===== src/rtl/fb_pixel_writer_pkg.sv =====
// Shared frame-buffer constants and types for the 800x480 monochrome display path.
// Used by the pixel writer, the frame buffer and the VGA timing blocks.
package fb_pixel_writer_pkg;

  localparam int unsigned FB_H_PIXELS    = 800;
  localparam int unsigned FB_V_PIXELS    = 480;
  localparam int unsigned FB_PIX_PER_WORD = 16;
  localparam int unsigned FB_WORDS       = FB_H_PIXELS * FB_V_PIXELS / FB_PIX_PER_WORD;

  localparam int unsigned FB_ADDR_W  = 16;
  localparam int unsigned FB_DATA_W  = 16;
  localparam int unsigned PIX_CNT_W  = 19;
  localparam int unsigned WORD_CNT_W = 15;

  typedef logic [FB_ADDR_W-1:0] fb_addr_t;
  typedef logic [FB_DATA_W-1:0] fb_data_t;

  typedef enum logic [1:0] {
    StIdle,
    StStream,
    StClear
  } wr_state_e;

endpackage


===== src/rtl/fb_pixel_writer_if.sv =====
// Pixel-stream, command and frame-buffer write-port signals of the pixel writer.
interface fb_pixel_writer_if;
  import fb_pixel_writer_pkg::*;

  logic     start;
  logic     clear;
  logic     fill_value;
  logic     pix_valid;
  logic     pix_data;
  logic     pix_ready;
  fb_addr_t write_address;
  fb_data_t data_in;
  logic     load;
  logic     busy;
  logic     frame_done;

  modport master (
    output start, clear, fill_value, pix_valid, pix_data,
    input  pix_ready, write_address, data_in, load, busy, frame_done
  );

  modport slave (
    input  start, clear, fill_value, pix_valid, pix_data,
    output pix_ready, write_address, data_in, load, busy, frame_done
  );

endinterface


===== src/rtl/fb_word_packer.sv =====
// Assembles 16 accepted pixels into one word, leftmost pixel in bit 0.
// word_o already includes the pixel being accepted so the caller can register it directly.
module fb_word_packer
  import fb_pixel_writer_pkg::*;
(
  input  logic     clk,
  input  logic     reset,
  input  logic     flush_i,
  input  logic     valid_i,
  input  logic     bit_i,
  output logic     word_valid_o,
  output fb_data_t word_o
);

  logic [3:0] idx_q;
  fb_data_t   asm_q;
  fb_data_t   asm_d;

  always_comb begin
    asm_d        = asm_q;
    asm_d[idx_q] = bit_i;
  end

  assign word_o       = asm_d;
  assign word_valid_o = valid_i && (idx_q == 4'd15);

  always_ff @(posedge clk) begin
    if (reset || flush_i) begin
      idx_q <= '0;
      asm_q <= '0;
    end else if (valid_i) begin
      idx_q <= idx_q + 4'd1;
      asm_q <= word_valid_o ? '0 : asm_d;
    end
  end

endmodule


===== src/rtl/fb_pixel_writer.sv =====
// Write-side engine for the monochrome frame buffer: packs a raster pixel stream into words
// or fills the whole buffer with a constant, driving the frame buffer's write port.
module fb_pixel_writer
  import fb_pixel_writer_pkg::*;
#(
  parameter int unsigned H_PIXELS = FB_H_PIXELS,
  parameter int unsigned V_PIXELS = FB_V_PIXELS
) (
  input logic               clk,
  input logic               reset,
  fb_pixel_writer_if.slave  bus
);

  localparam int unsigned WORDS = H_PIXELS * V_PIXELS / FB_PIX_PER_WORD;
  localparam logic [PIX_CNT_W-1:0]  LastPix  = PIX_CNT_W'(WORDS * FB_PIX_PER_WORD - 1);
  localparam logic [WORD_CNT_W-1:0] LastWord = WORD_CNT_W'(WORDS - 1);

  wr_state_e             state_q, state_d;
  logic [PIX_CNT_W-1:0]  pix_cnt_q, pix_cnt_d;
  logic [WORD_CNT_W-1:0] word_cnt_q, word_cnt_d;
  logic                  fill_q, fill_d;
  fb_addr_t              addr_q, addr_d;
  fb_data_t              data_q, data_d;
  logic                  load_q, load_d;
  logic                  done_q, done_d;

  logic     accept;
  logic     pk_flush;
  logic     pk_word_valid;
  fb_data_t pk_word;

  assign accept = (state_q == StStream) && bus.pix_valid;

  fb_word_packer u_packer (
    .clk          (clk),
    .reset        (reset),
    .flush_i      (pk_flush),
    .valid_i      (accept),
    .bit_i        (bus.pix_data),
    .word_valid_o (pk_word_valid),
    .word_o       (pk_word)
  );

  always_comb begin
    state_d    = state_q;
    pix_cnt_d  = pix_cnt_q;
    word_cnt_d = word_cnt_q;
    fill_d     = fill_q;
    addr_d     = addr_q;
    data_d     = data_q;
    load_d     = 1'b0;
    done_d     = 1'b0;
    pk_flush   = 1'b0;

    unique case (state_q)
      StIdle: begin
        // clear has priority; the first fill word goes out with the state change
        if (bus.clear) begin
          state_d    = StClear;
          fill_d     = bus.fill_value;
          word_cnt_d = '0;
          addr_d     = '0;
          data_d     = {FB_DATA_W{bus.fill_value}};
          load_d     = 1'b1;
          done_d     = (LastWord == '0);
        end else if (bus.start) begin
          state_d   = StStream;
          pix_cnt_d = '0;
          pk_flush  = 1'b1;
        end
      end

      StStream: begin
        if (accept) begin
          if (pk_word_valid) begin
            addr_d = FB_ADDR_W'(pix_cnt_q[PIX_CNT_W-1:4]);
            data_d = pk_word;
            load_d = 1'b1;
          end
          if (pix_cnt_q == LastPix) begin
            state_d = StIdle;
            done_d  = 1'b1;
          end else begin
            pix_cnt_d = pix_cnt_q + PIX_CNT_W'(1);
          end
        end
      end

      StClear: begin
        if (word_cnt_q == LastWord) begin
          state_d = StIdle;
        end else begin
          word_cnt_d = word_cnt_q + WORD_CNT_W'(1);
          addr_d     = FB_ADDR_W'(word_cnt_d);
          data_d     = {FB_DATA_W{fill_q}};
          load_d     = 1'b1;
          done_d     = (word_cnt_d == LastWord);
        end
      end

      default: state_d = StIdle;
    endcase
  end

  always_ff @(posedge clk) begin
    if (reset) begin
      state_q    <= StIdle;
      pix_cnt_q  <= '0;
      word_cnt_q <= '0;
      fill_q     <= 1'b0;
      addr_q     <= '0;
      data_q     <= '0;
      load_q     <= 1'b0;
      done_q     <= 1'b0;
    end else begin
      state_q    <= state_d;
      pix_cnt_q  <= pix_cnt_d;
      word_cnt_q <= word_cnt_d;
      fill_q     <= fill_d;
      addr_q     <= addr_d;
      data_q     <= data_d;
      load_q     <= load_d;
      done_q     <= done_d;
    end
  end

  assign bus.pix_ready     = (state_q == StStream);
  assign bus.busy          = (state_q != StIdle);
  assign bus.write_address = addr_q;
  assign bus.data_in       = data_q;
  assign bus.load          = load_q;
  assign bus.frame_done    = done_q;

endmodule

===== src/flat_wrapper.sv =====
// flat-port wrapper written by rule: the top's interface ports become plain ports
module fb_pixel_writer_flat import fb_pixel_writer_pkg::*;
#(
  parameter int unsigned H_PIXELS = FB_H_PIXELS,
  parameter int unsigned V_PIXELS = FB_V_PIXELS
)
  (clk, reset, bus_start, bus_clear, bus_fill_value, bus_pix_valid, bus_pix_data, bus_pix_ready, bus_write_address, bus_data_in, bus_load, bus_busy, bus_frame_done);
  fb_pixel_writer_if bus_i ();
  input logic clk;
  input logic reset;
  input wire logic [$bits(bus_i.start)-1:0] bus_start;
  input wire logic [$bits(bus_i.clear)-1:0] bus_clear;
  input wire logic [$bits(bus_i.fill_value)-1:0] bus_fill_value;
  input wire logic [$bits(bus_i.pix_valid)-1:0] bus_pix_valid;
  input wire logic [$bits(bus_i.pix_data)-1:0] bus_pix_data;
  output wire logic [$bits(bus_i.pix_ready)-1:0] bus_pix_ready;
  output wire logic [$bits(bus_i.write_address)-1:0] bus_write_address;
  output wire logic [$bits(bus_i.data_in)-1:0] bus_data_in;
  output wire logic [$bits(bus_i.load)-1:0] bus_load;
  output wire logic [$bits(bus_i.busy)-1:0] bus_busy;
  output wire logic [$bits(bus_i.frame_done)-1:0] bus_frame_done;
  assign bus_i.start = bus_start;
  assign bus_i.clear = bus_clear;
  assign bus_i.fill_value = bus_fill_value;
  assign bus_i.pix_valid = bus_pix_valid;
  assign bus_i.pix_data = bus_pix_data;
  assign bus_pix_ready = bus_i.pix_ready;
  assign bus_write_address = bus_i.write_address;
  assign bus_data_in = bus_i.data_in;
  assign bus_load = bus_i.load;
  assign bus_busy = bus_i.busy;
  assign bus_frame_done = bus_i.frame_done;
  fb_pixel_writer #(.H_PIXELS(H_PIXELS), .V_PIXELS(V_PIXELS)) u_core (.clk(clk), .reset(reset), .bus(bus_i));
endmodule

===== config.mk =====
export PLATFORM = sky130hd
export DESIGN_NAME = fb_pixel_writer_flat
export DESIGN_NICKNAME = d
export VERILOG_FILES = /design/src/rtl/fb_pixel_writer_pkg.sv /design/src/rtl/fb_pixel_writer_if.sv /design/src/rtl/fb_word_packer.sv /design/src/rtl/fb_pixel_writer.sv /design/src/flat_wrapper.sv
export SDC_FILE = /design/constraint.sdc
export NUM_CORES = 1
export LEC_CHECK = 0
export CORE_MARGIN = 10
export CORE_UTILIZATION = 40
export DETAILED_ROUTE_END_ITERATION = 16
export HOLD_SLACK_MARGIN = 0.03
export PLACE_DENSITY = 0.58
export SLEW_MARGIN = 30
export SYNTH_ARGS = -nofsm -noshare
export SYNTH_HDL_FRONTEND = slang
export SYNTH_HIERARCHICAL = 1
export SYNTH_SLANG_ARGS = --single-unit

===== constraint.sdc =====
create_clock -name clk -period 2.48 [get_ports clk]
set_input_delay 0.248 -clock clk [delete_from_list [all_inputs] [get_ports clk]]
set_output_delay 0.248 -clock clk [all_outputs]
set_load 0.01 [all_outputs]

==> results of run 1 <==
stage by stage:
stage	power (mW)	cell area, um2	hold slack, ns
2_1_floorplan	2.330	5201	0.3955
3_3_place_gp	2.828	5908	0.4418
3_5_place_dp	2.858	5908	0.4479
4_1_cts	4.244	6207	0.4568
5_1_grt	4.445	6235	0.4778
6_report	4.221	6235	0.4557
where the power goes:
group,switching [mW],internal (mW)
clock,0.597,0.783
combinational,0.688,0.527
sequential,0.0730,1.55
total,1.36,2.86
what timing repair did:
item,4_1_cts,5_1_grt
resized for setup,1,5
hold buffers,0,0
pin swaps,0,1
setup endpoints to repair,2,19
sequential cells by signal, indices dropped and copies added, names as in the netlist:
signal and flops:
u_core/state_q 2, u_core/u_packer/idx_q 4, u_core/bus.data_in 16, u_core/bus.write_address 15, u_core/fill_q 1, u_core/word_cnt_q 15, u_core/u_packer/asm_q 16, u_core/bus.load 1
u_core/bus.frame_done 1, u_core/pix_cnt_q 19
final cells by class:
cell class / instances / area, um2
fillers: 1258 / 6436
multi-input cells: 480 / 3109
flip-flops and latches: 90 / 1802
repair buffers: 84 / 758.2
clock buffers: 10 / 229.0
well taps: 172 / 215.2
clock inverters: 6 / 65.06
inverters: 15 / 56.30
metal layers:
| metal | global-route usage | up-vias | part of all wire |
|---|---|---|---|
| met4 | 0.08102 | 0 | 0.026 |
| met1 | 0.2040 | 2328 | 0.45 |
| met5 | 0 | - | 0 |
| met3 | 0.03062 | 24 | 0.037 |
| li1 | - | 2432 | - |
| met2 | 0.2850 | 108 | 0.48 |
path summary, 6_finish.rpt:
kind,to,cells past startpoint
max reg2reg,u_core/bus.frame_done,7
min,u_core/u_packer/asm_q[8],2
min reg2reg,u_core/u_packer/asm_q[8],2
max,u_core/bus.frame_done,7
critical path: cells and delay by family (launching register included):
kind,cells,cell delay (ns)
buffers and inverters,1,0.16
adders and majority gates,1,0.26
AOI/OAI and AO/OA,3,0.98
DFF,1,0.44
and+or+nand+nor,2,0.40
cells by family after synthesis:
kind of cell / Yosys count / synth area share
and+or+nand+nor: 254 / 0.2649
AOI/OAI and AO/OA: 175 / 0.2240
DFF: 90 / 0.3464
buffers and inverters: 70 / 0.06206
muxes: 24 / 0.05028
xor gates and xnor gates: 15 / 0.02526
adders and majority gates: 11 / 0.02646
other: 1 / 0.0007210
layout by cell type (no fill, tap or decap), drive strengths merged, types with 17 or more instances in the layout:
cell type	netlist	layout
nor2	25	25
nor3	29	29
o21ai	33	33
clkdlybuf4s50	0	41
buf	27	43
a21oi	58	58
dfxtp	90	90
nand2	78	78
a31o	17	17
nand3	34	34
mux2	17	17
==> flow_metrics.env, run 1 <==
export IMPL_status="completed"
export IMPL_min_period_ns=2.355
export IMPL_critical_path_cell_chain="ha_1, buf_4, and3_1, nand2_1, a2111oi_0, o211ai_1, o31ai_1"
export IMPL_avgSynthCellArea_um2=8.127
export IMPL_ir_drop_uv=291.4
export IMPL_drtIter0Drc=401
export IMPL_cts_root_buf="clkbuf_16"
export IMPL_boundaryPins=43
export IMPL_rsz0062_at_grt="yes"
export IMPL_timing_final_ws_setup_ns=0.1250
export IMPL_antenna_found_initial=0
export IMPL_hold_violations=0
export IMPL_clk_latency_ns=0.35
export IMPL_finalMaxSlewViolations=0
export IMPL_worstPathMaxFanout=6
export IMPL_slew_headroom=0.5600
export IMPL_fin_crit_sh=0.9496
export IMPL_netlist_top_cells_area="dfxtp_1 35%, nand2_1 5.6%, a21oi_1 5.6%"
export IMPL_slowest_delay_ns=0.49
export IMPL_synthesis_area_um2=5201
export IMPL_cts_setup_buffers=0
export IMPL_num_vias=4892
export IMPL_cpMaxStageDelayCell="a2111oi_0"
export IMPL_setup_violations=0
export IMPL_synth_edff_count=0
export IMPL_dieArea_um2=17960
export IMPL_p_per_area_nw_per_um2=677.1
export IMPL_synthDistinctLibCells=66
export IMPL_syn2layout_area_growth_pct=19.87
export IMPL_final_cell_count_no_fill=857
export IMPL_pre_cts_slack_ns=-0.04816
export IMPL_rr_startpoint="u_core/word_cnt_q[0]"
export IMPL_via_per_inst=5.708
export IMPL_drc=0
export IMPL_place_congestion=0.8722
export IMPL_grt_start_max_net_pins=36
export IMPL_r2r_slack_ns=0.13
export IMPL_cts_htree_levels=3
export IMPL_wl_per_cell_um=17.72
export IMPL_clk_pin_slew_ns=0.07
export IMPL_clk_path_buf_depth=2
export IMPL_grt_util_all_layers=0.1694
export IMPL_worst_slew_pin_slew_ns=0.6575
export IMPL_netlist_instances=640
export IMPL_ys_async_sr_fraction=0
export IMPL_ys_ff_latch=90
export IMPL_hp_class="register to register"
export IMPL_crit_type="register to register"
export IMPL_post_dp_hpwl_um=11130
export IMPL_p_leak_nw=2.201
export IMPL_clock_skew_ns=0.007266
export IMPL_synth_main_ff_cell="dfxtp_1"
export IMPL_ant_nets=0
export IMPL_dp_cells=841
export IMPL_synth_top_area_cell="dfxtp_1"
export IMPL_cap_violations=0
export IMPL_wl_um=15190
export IMPL_cts_buffers=9
export IMPL_die_x_um=134.0
export IMPL_max_freq_ghz=0.4246
export IMPL_num_nets_final=698
export IMPL_crit_start="u_core/word_cnt_q[0]"
export IMPL_rows=41
export IMPL_antenna_cells=0
export IMPL_core_area_um2=12670
export IMPL_synth_nets=658
export IMPL_firstDrtPassIters=5
export IMPL_yosys_warnings=6
export IMPL_fin_util=0.4921
export IMPL_crit_path_end_kind="register"
export IMPL_critical_path_arrival_ns=2.58
export IMPL_tns_ns=0
export IMPL_yosysSeqAreaShare=0.3464
export IMPL_drive_gt1_frac=0.1620
export IMPL_cts_sinks=90
export IMPL_yosys_area_top_type_share=0.3464
export IMPL_grt_pass1_vias=4767
export IMPL_cp_start_kind="register"
export IMPL_numPortBuffers=41
export IMPL_die_h_um=134.0
export IMPL_cts_tree="done"
export IMPL_grt_overflow=0
export IMPL_synthTopCellsByCount="90 x dfxtp_1, 78 x nand2_1, 58 x a21oi_1, 33 x nand3_1"
export IMPL_grt_pass1_wl_um=24900
export IMPL_synth_most_common_cell="dfxtp_1"
export IMPL_critical_path_required_ns=2.71
export IMPL_hp_start="u_core/u_packer/asm_q[8]"
export IMPL_start_util=0.4105
No activity file was read; power rests on OpenSTA's default activity.
==> inputs of run 2 (changes only) <==
RECOVER_POWER = 25   (was not set)
SKIP_LAST_GASP = 1   (was not set)
==> flow_metrics.env, run 2 (same netlist as run 1, synthesis figures left out) <==
export IMPL_via_per_inst=5.697
export IMPL_status="completed"
export IMPL_regMostFlops="u_core/pix_cnt_q"
export IMPL_critical_path_arrival_ns=2.68
export IMPL_cts_tree="done"
export IMPL_num_nets_final=698
export IMPL_die_x_um=134.0
export IMPL_clockPowerShare=0.330
export IMPL_path_delay_family="compound AO/OA/AOI/OAI gates"
export IMPL_ff2ff_path_depth=12
export IMPL_post_dp_hpwl_um=11130
export IMPL_hp_start="u_core/u_packer/asm_q[8]"
export IMPL_core_area_um2=12670
export IMPL_cpMaxStageDelayCell="dfxtp_1"
export IMPL_wl_um=15210
export IMPL_rsz0062_at_grt="yes"
export IMPL_grt_util_all_layers=0.1694
export IMPL_grt_pass1_wl_um=24900
export IMPL_firstDrtPassIters=5
export IMPL_worstPathMaxFanout=33
export IMPL_max_freq_ghz=0.4203
export IMPL_clk_path_buf_depth=2
export IMPL_hp_class="register to register"
export IMPL_antenna_cells=0
export IMPL_cts_root_buf="clkbuf_16"
export IMPL_critPathBufInv=3
export IMPL_start_util=0.4105
export IMPL_p_per_area_nw_per_um2=671.4
export IMPL_layout_commonest_cell="dfxtp_1"
export IMPL_clock_skew_ns=0.006127
export IMPL_crit_path_end_kind="register"
export IMPL_critical_path_cell_chain="inv_1, ha_2, nand2_1, inv_1, nand2_1, nor2_1, nand2_1, a211oi_2, a21bo_4, buf_12, nor3_1, a31o_2"
export IMPL_critical_path_required_ns=2.78
export IMPL_p_comb_frac=0.281
export IMPL_cpMostUsedCell="nand2_1"
export IMPL_cp_start_kind="register"
export IMPL_grt_overflow=0
export IMPL_antenna_found_initial=0
export IMPL_postCtsHoldBufs=0
export IMPL_hold_violations=0
export IMPL_multiInputGateArea_um2=3099
export IMPL_cts_htree_levels=3
export IMPL_drtIter0Drc=357
export IMPL_worstHoldEndpoint="u_core/u_packer/asm_q[8]"
export IMPL_worst_slew_pin_slew_ns=0.6543
export IMPL_ir_drop_uv=289.2
export IMPL_fin_crit_sh=0.9594
export IMPL_grt_start_max_net_pins=36
export IMPL_timing_rr_end="u_core/bus.data_in[7]"
export IMPL_slowest_delay_ns=0.34
export IMPL_drc=0
export IMPL_timing_final_ws_setup_ns=0.1007
export IMPL_p_switching_mw=1.348
export IMPL_syn2layout_area_growth_pct=19.68
export IMPL_num_vias=4882
export IMPL_largest_reg_flops=19
export IMPL_cts_buffers=9
export IMPL_numPortBuffers=41
export IMPL_final_area_um2=6225
export IMPL_finalMaxSlewViolations=0
export IMPL_slew_headroom=0.5622
export IMPL_die_h_um=134.0
export IMPL_p_leak_nw=2.280
export IMPL_setup_violations=0
export IMPL_clk_pin_slew_ns=0.07
export IMPL_seqCellArea_um2=1802
export IMPL_rr_startpoint="u_core/state_q[1]"
export IMPL_clk_latency_ns=0.35
export IMPL_boundaryPins=43
export IMPL_cts_sinks=90
export IMPL_min_period_ns=2.379
export IMPL_whs_path_depth=2
export IMPL_final_cell_mix="90 x dfxtp_1, 78 x nand2_1, 58 x a21oi_1"
export IMPL_dieArea_um2=17960
export IMPL_crit_type="register to register"
export IMPL_rows=41
export IMPL_switching_share=0.3226
export IMPL_r2r_slack_ns=0.10
export IMPL_placed_area_um2=5908
export IMPL_cap_violations=0
export IMPL_p_seq_frac=0.388
export IMPL_p_int_mw=2.831
export IMPL_pre_cts_slack_ns=-0.04816
export IMPL_fillers=1260
export IMPL_ant_nets=0
export IMPL_wl_per_cell_um=17.75
export IMPL_cts_setup_buffers=0
export IMPL_drive_gt1_frac=0.1591
export IMPL_place_congestion=0.8722
export IMPL_grt_pass1_vias=4767
run 2: layer usage:
layer / part of all wire / vias up / global-route usage
met5: 0 / - / 0
met4: 0.026 / 0 / 0.08102
met3: 0.040 / 22 / 0.03062
met2: 0.49 / 107 / 0.2850
met1: 0.45 / 2315 / 0.2040
li1: - / 2438 / -
run 2: timing repair:
item | 4_1_cts | 5_1_grt
resized for setup | 1 | 3
pin swaps | 0 | 1
setup endpoints to repair | 2 | 19
run 2: how the worst max path moves through the flow:
stage,startpoint,endpoint,cells after the start
after floorplan,u_core/state_q[1],u_core/bus.data_in[10],13
after global placement,bus_pix_valid,u_core/bus.data_in[14],10
after detailed placement,bus_pix_valid,u_core/bus.data_in[7],11
after CTS,u_core/state_q[1],u_core/bus.data_in[7],12
after global routing,u_core/state_q[1],u_core/bus.data_in[15],12
final,u_core/state_q[1],u_core/bus.data_in[7],12
run 2: worst min-delay path, delay by kind of cell, from the launching register on:
family | cells | cell delay, ns
DFF | 1 | 0.31
and+or+nand+nor | 1 | 0.05
AOI/OAI and AO/OA | 1 | 0.05
run 2: final cells by class:
type	instances	area share
inverters	15	0.009045
clock buffers	10	0.03678
flip-flops and latches	90	0.2894
well taps	172	0.03457
multi-input cells	480	0.4979
clock inverters	6	0.01045
repair buffers	84	0.1218
run 2: metrics by stage:
| step | total power, mW | cells | TNS [ns] | hold WS (ns) | utilization |
|---|---|---|---|---|---|
| 5_1_grt | 4.403 | 857 | -0.08593 | 0.4778 | 0.4913 |
| 3_3_place_gp | 2.828 | 841 | 0 | 0.4418 | 0.4663 |
| 4_1_cts | 4.244 | 857 | 0 | 0.4568 | 0.4899 |
| 2_1_floorplan | 2.330 | 640 | 0 | 0.3955 | - |
| 3_5_place_dp | 2.858 | 841 | -0.1257 | 0.4479 | 0.4663 |
| 6_report | 4.179 | 857 | 0 | 0.4562 | 0.4913 |
run 2: power groups by stage:
stage,clock network (mW),logic (mW),registers (mW)
floorplan,0,0.648,1.68
detailed placement,0,1.20,1.66
global placement,0,1.17,1.65
CTS,1.41,1.21,1.63
global route,1.48,1.29,1.63
finish,1.38,1.18,1.62
